`config.mk`:
```
export PLATFORM = sky130hd
export DESIGN_NAME = mdu_seq
export DESIGN_NICKNAME = d
export VERILOG_FILES = /design/src/rtl/mdu_seq.sv
export SDC_FILE = /design/constraint.sdc
export NUM_CORES = 1
export LEC_CHECK = 0
export CORE_UTILIZATION = 44
export CTS_CLUSTER_DIAMETER = 50
export DETAILED_ROUTE_END_ITERATION = 16
export GPL_TIMING_DRIVEN = 1
export PLACE_DENSITY = 0.68
export SYNTH_ARGS = -nofsm -noshare
export SYNTH_HDL_FRONTEND = slang
export SYNTH_SLANG_ARGS = --single-unit
```
`constraint.sdc`:
```
create_clock -name clk -period 6.3 [get_ports clk]
set_input_delay 1.26 -clock clk [delete_from_list [all_inputs] [get_ports clk]]
set_output_delay 1.26 -clock clk [all_outputs]
set_load 0.01 [all_outputs]
```
`src/rtl/mdu_seq.sv`:
```
// Iterative RV32M multiply/divide unit for the Execute stage: shift-add multiply,
// restoring divide, one bit per cycle, with fast paths for divide-by-zero and signed overflow.
module mdu_seq (
  input  logic        clk,
  input  logic        rst,
  input  logic        StartE,
  input  logic        FlushE,
  input  logic [2:0]  Funct3E,
  input  logic [31:0] SrcAE,
  input  logic [31:0] SrcBE,
  output logic        StallMdvE,
  output logic        MdvValidE,
  output logic [31:0] MdvResultE,
  output logic [1:0]  state_dbg
);

  // Handshake: an op is accepted in IDLE when StartE=1 and FlushE=0; StallMdvE holds the
  // pipeline until the single DONE cycle, where MdvValidE=1 qualifies MdvResultE.
  typedef enum logic [1:0] {IDLE, MUL, DIV, DONE} state_t;

  state_t      state, state_nxt;
  logic [2:0]  op;
  logic [4:0]  cnt;
  logic [63:0] acc;       // MUL: {product hi, multiplier/product lo}; DIV: {remainder, quotient}
  logic [31:0] opb;       // multiplicand or divisor magnitude
  logic        neg;       // sign to apply to the selected result

  logic        accept, fast, a_signed, b_signed, a_neg, b_neg;
  logic [31:0] a_mag, b_mag, fast_res, q_fix, r_fix, fin;
  logic [32:0] sum33, trial;
  logic [63:0] acc_mul, acc_div, prod_fix;

  assign state_dbg = state;

  always_comb begin
    a_signed = Funct3E[2] ? ~Funct3E[0] : ~(Funct3E[1] & Funct3E[0]);
    b_signed = Funct3E[2] ? ~Funct3E[0] : ~Funct3E[1];
    a_neg    = a_signed & SrcAE[31];
    b_neg    = b_signed & SrcBE[31];
    a_mag    = a_neg ? (~SrcAE + 32'd1) : SrcAE;
    b_mag    = b_neg ? (~SrcBE + 32'd1) : SrcBE;
    fast     = 1'b0;
    fast_res = 32'd0;
    if (Funct3E[2] && SrcBE == 32'd0) begin
      fast     = 1'b1;
      fast_res = Funct3E[1] ? SrcAE : 32'hFFFF_FFFF;
    end else if (Funct3E[2] && !Funct3E[0] && SrcAE == 32'h8000_0000 && SrcBE == 32'hFFFF_FFFF) begin
      fast     = 1'b1;
      fast_res = Funct3E[1] ? 32'd0 : 32'h8000_0000;
    end
  end

  // One iteration of each algorithm; the final iteration's result feeds sign correction.
  always_comb begin
    sum33    = {1'b0, acc[63:32]} + (acc[0] ? {1'b0, opb} : 33'd0);
    acc_mul  = {sum33, acc[31:1]};
    trial    = {acc[63:32], acc[31]} - {1'b0, opb};
    acc_div  = trial[32] ? {acc[62:0], 1'b0} : {trial[31:0], acc[30:0], 1'b1};
    prod_fix = neg ? (~acc_mul + 64'd1) : acc_mul;
    q_fix    = neg ? (~acc_div[31:0] + 32'd1) : acc_div[31:0];
    r_fix    = neg ? (~acc_div[63:32] + 32'd1) : acc_div[63:32];
    if (state == MUL) fin = (op[1:0] == 2'b00) ? prod_fix[31:0] : prod_fix[63:32];
    else              fin = op[1] ? r_fix : q_fix;
  end

  always_comb begin
    state_nxt = state;
    StallMdvE = 1'b0;
    MdvValidE = 1'b0;
    accept    = 1'b0;
    case (state)
      IDLE: if (StartE) begin
        accept    = 1'b1;
        StallMdvE = 1'b1;
        if (fast)            state_nxt = DONE;
        else if (Funct3E[2]) state_nxt = DIV;
        else                 state_nxt = MUL;
      end
      MUL, DIV: begin
        StallMdvE = 1'b1;
        if (cnt == 5'd31) state_nxt = DONE;
      end
      DONE: begin
        MdvValidE = 1'b1;
        state_nxt = IDLE;
      end
      default: state_nxt = IDLE;
    endcase
    if (FlushE || rst) begin
      state_nxt = IDLE;
      StallMdvE = 1'b0;
      MdvValidE = 1'b0;
      accept    = 1'b0;
    end
  end

  always_ff @(posedge clk or posedge rst) begin
    if (rst) begin
      state      <= IDLE;
      op         <= 3'd0;
      cnt        <= 5'd0;
      acc        <= 64'd0;
      opb        <= 32'd0;
      neg        <= 1'b0;
      MdvResultE <= 32'd0;
    end else begin
      state <= state_nxt;
      if (accept) begin
        op  <= Funct3E;
        cnt <= 5'd0;
        acc <= {32'd0, Funct3E[2] ? a_mag : b_mag};
        opb <= Funct3E[2] ? b_mag : a_mag;
        // Remainder takes the dividend's sign; everything else the product/quotient sign.
        neg <= (Funct3E[2] && Funct3E[1]) ? a_neg : (a_neg ^ b_neg);
        if (fast) MdvResultE <= fast_res;
      end else if ((state == MUL || state == DIV) && !FlushE) begin
        acc <= (state == MUL) ? acc_mul : acc_div;
        cnt <= cnt + 5'd1;
        if (cnt == 5'd31) MdvResultE <= fin;
      end
    end
  end

endmodule

```
==> impl_metrics.toml <==
[route]
wl_met3_um = 7230
vias = 19800
postRouteWirelength_um = 74300
via_per_inst = 6.65
wl_met1_um = 30500
drtPass1Iterations = 9
remaining_drc_errors = 0
detail-route-antenna-nets = 0
drt_iter0_markers = 2741
wl_met2_um = 31200
avgRoutedWirePerCell_um = 24.9
top_layer = "met5"

[cells_and_area]
drive_gt1_share_pct = 4.91
final_cell_mix = "nand2_1, nor2_1, o21ai_0, a21oi_1, dfrtp_1"
fillCellCount = 3943
area_delta_synth_final_pct = 10.9
finalNetCount = 2599
layout.cells.most_common = "nand2_1"
n_antenna_cell = 0
stdcell_area_um2 = 19200

[sta]
rsz0062_at_grt = "false"
whs_ns = 0.479
clock_skew_ns = 0.0130
fin_crit_sh_pct = 87.1
drv_slew = 0
worst_pin_slew_ns = 1.15
fin_crit_ns = 5.49
finalSetupViolCount = 0
fin_setup_tns_ns = 0
hold_viol = 0
relSlewSlack_pct = 23.0
fmax_ghz = 0.182

[clock_tree]
cts_max_level = 4
clock_path_buffers = 2
cts_root_buffer = "clkbuf_16"
cts-resized-gates = 0
cts_hold_buf = 0
cts_setup_buffers = 0
numClockSinks = 138
clock_latency_ns = 0.48
cts_tree = "built"
cts-buffers-inserted = 17
path_clk_slew_ns = 0.07

[yosys]
synth_area_per_cell_um2 = 6.98
yosysSeqAreaShare_pct = 19.9
yosys.area_share.adder_pct = 5.72
synth-main-ff-cell = "dfrtp_1"
netlist_instances = 2482
yosysUniqueCellTypes = 100
synthSimpleGateAreaFrac_pct = 24.8
postSynth.asyncResetShare_pct = 100
synthesis.nets = 2631
synthXorXnorAreaFrac_pct = 8.94
synth-compound-area-share_pct = 30.5
synth_area_um2 = 17300
synth_seq_cells = 138
synth_edf_count = 0
synthMuxAreaShare_pct = 4.02
synth_top_family_by_area = "compound AO/OA/AOI/OAI gates"
yosysWarnings = 0

[placed_design]
port_buffers = 106
place_area_um2 = 18600
hpwl_um = 56900
gp_congestion = 1.02

[grt]
grt_antenna_before_repair = 1
grt-ovfl-total = 0
grt_pass1_vias = 18200
track_usage_pct = 36.2
grt_first_pass_wirelength_um = 112000
grt_max_degree = 111

[worst_setup_path]
cp_data_required_time_ns = 6.69
end_kind = "register"
timing.rr.start = "acc[0]"
crit_arrival_ns = 5.87
rr_endpoint = "MdvResultE[31]"
worstSetupPathType = "register to register"
cp_cell_sequence = "inv_1 > buf_4 > nor2_1 > ha_1 > a21oi_1 > o21ai_0 > nand2_1 > a31oi_1 > o221ai_1 > a211oi_1 > nand4b_1 > or2_2 > o41ai_1 > xnor2_1 > a21oi_1 > a211oi_1"
start_kind = "register"
ff2ff_setup_slack_ns = 0.81
critPathMaxStageDelay_ns = 0.59
startpoint = "acc[0]"
worstPathMaxFanout = 31
r2r_cells = 16
critPathSlowestCell = "o21ai_0"

[floorplan]
die_area_um2 = 40200
io_pins = 107
coreArea_um2 = 38700
die_height_um = 200
initial_utilization_pct = 44.7
num_rows = 72
die_x_um = 200

[flow_run]
max-cap-violations = 0

[hold_path]
hold_end = "opb[22]"
hp-class = "register to register"
min_from = "opb[22]"
holdPathStages = 2

[power_and_ir_drop]
power.leakage_nw = 7.47
peakVddDrop_mv = 0.247
p_per_area_nw_per_um2 = 452

[status]
outcome = "complete, no violations"
==> worst max-delay path: cells and delay by family, from the launching register on <==
family	cells	cell delay [ns]
xor gates and xnor gates	1	0.18
and+or+nand+nor	4	1.11
DFF	1	0.48
adders and majority gates	1	0.52
AOI/OAI and AO/OA	8	2.63
buffers and inverters	2	0.44
==> report_power, final <==
group          internal (mW)  total, mW  switching, mW
Sequential              1.09       1.51          0.420
Combinational           2.06       6.06           4.00
Clock                  0.602       1.10          0.499
==> synth_stat cells, types with 11 or more instances <==
cell      number  area share, %
nand3_1       61            1.8
xnor2_1       98            5.0
a211oi_1      26            1.1
xor2_1        77            3.9
a21o_1        19           0.82
nor2_1       237            5.1
o21a_1        13           0.56
buf_1         15           0.33
dfrtp_1      138             20
and2_1        15           0.54
nor3_1        66            1.9
ha_1          76            5.5
nand2b_1      13           0.47
o211ai_1     106            4.6
and3_1        13           0.47
or4_1         15           0.65
or3_1         34            1.2
nor4_1        23           0.83
a21oi_1      226            6.5
o41ai_1       11           0.56
buf_2         12           0.35
mux2i_1       64            3.7
nand4_1       40            1.4
o31ai_1       22           0.95
inv_1         77            1.7
nand2_1      338            7.3
o21ai_0      234            6.8
clkbuf_1     165            3.6
a31oi_1       36            1.3
==> worst max path at each step <==
stage | to | slack (ns) | cells after the start
after floorplan | MdvResultE[24] | 0.92 | 25
after global placement | MdvResultE[29] | 1.03 | 12
final | MdvResultE[31] | 0.81 | 16
after global routing | MdvResultE[31] | 0.44 | 15
after detailed placement | MdvResultE[29] | 0.91 | 12
after CTS | MdvResultE[31] | 0.95 | 15
==> cell families after synthesis <==
kind of cell	count (synthesis)
buffers and inverters	272
multiplexers	68
adder cells (fa/ha/maj)	78
AO/OA/AOI/OAI	832
XOR/XNOR	176
AND/OR/NAND/NOR	918
flip-flops	138
==> state kept, by name (all words and copies together) (netlist names) <==
| register | flops |
|---|---|
| MdvResultE | 32 |
| acc | 64 |
| cnt | 5 |
| neg | 1 |
| op | 2 |
| opb | 32 |
| state_dbg | 2 |
==> layout make-up <==
type	instances	area (um2)	share of cell area (%)
clock buffers	18	439	2.29
clock inverters	14	161	0.841
inverters	78	298	1.55
multi-input cells	2072	12900	67.0
flip-flops and latches	138	3450	18.0
well taps	518	648	3.38
repair buffers	143	1340	6.96
==> routing by layer <==
| metal | global-route usage [%] | vias up |
|---|---|---|
| met3 | 6.46 | 223 |
| met1 | 48.8 | 9473 |
| li1 | - | 8994 |
| met2 | 53.2 | 1138 |
| met5 | 0 | - |
| met4 | 23.1 | 2 |
==> per-stage QoR <==
stage	instances	total power, mW	utilization, %	setup slack (ns)
2_1_floorplan	2482	5.56	-	0.916
3_3_place_gp	2949	7.31	48.0	1.03
3_5_place_dp	2949	7.36	48.0	0.915
4_1_cts	2981	8.47	49.6	0.955
5_1_grt	2981	9.17	49.6	0.439
6_report	2981	8.67	49.6	0.813
No activity file was read; power rests on OpenSTA's default activity.
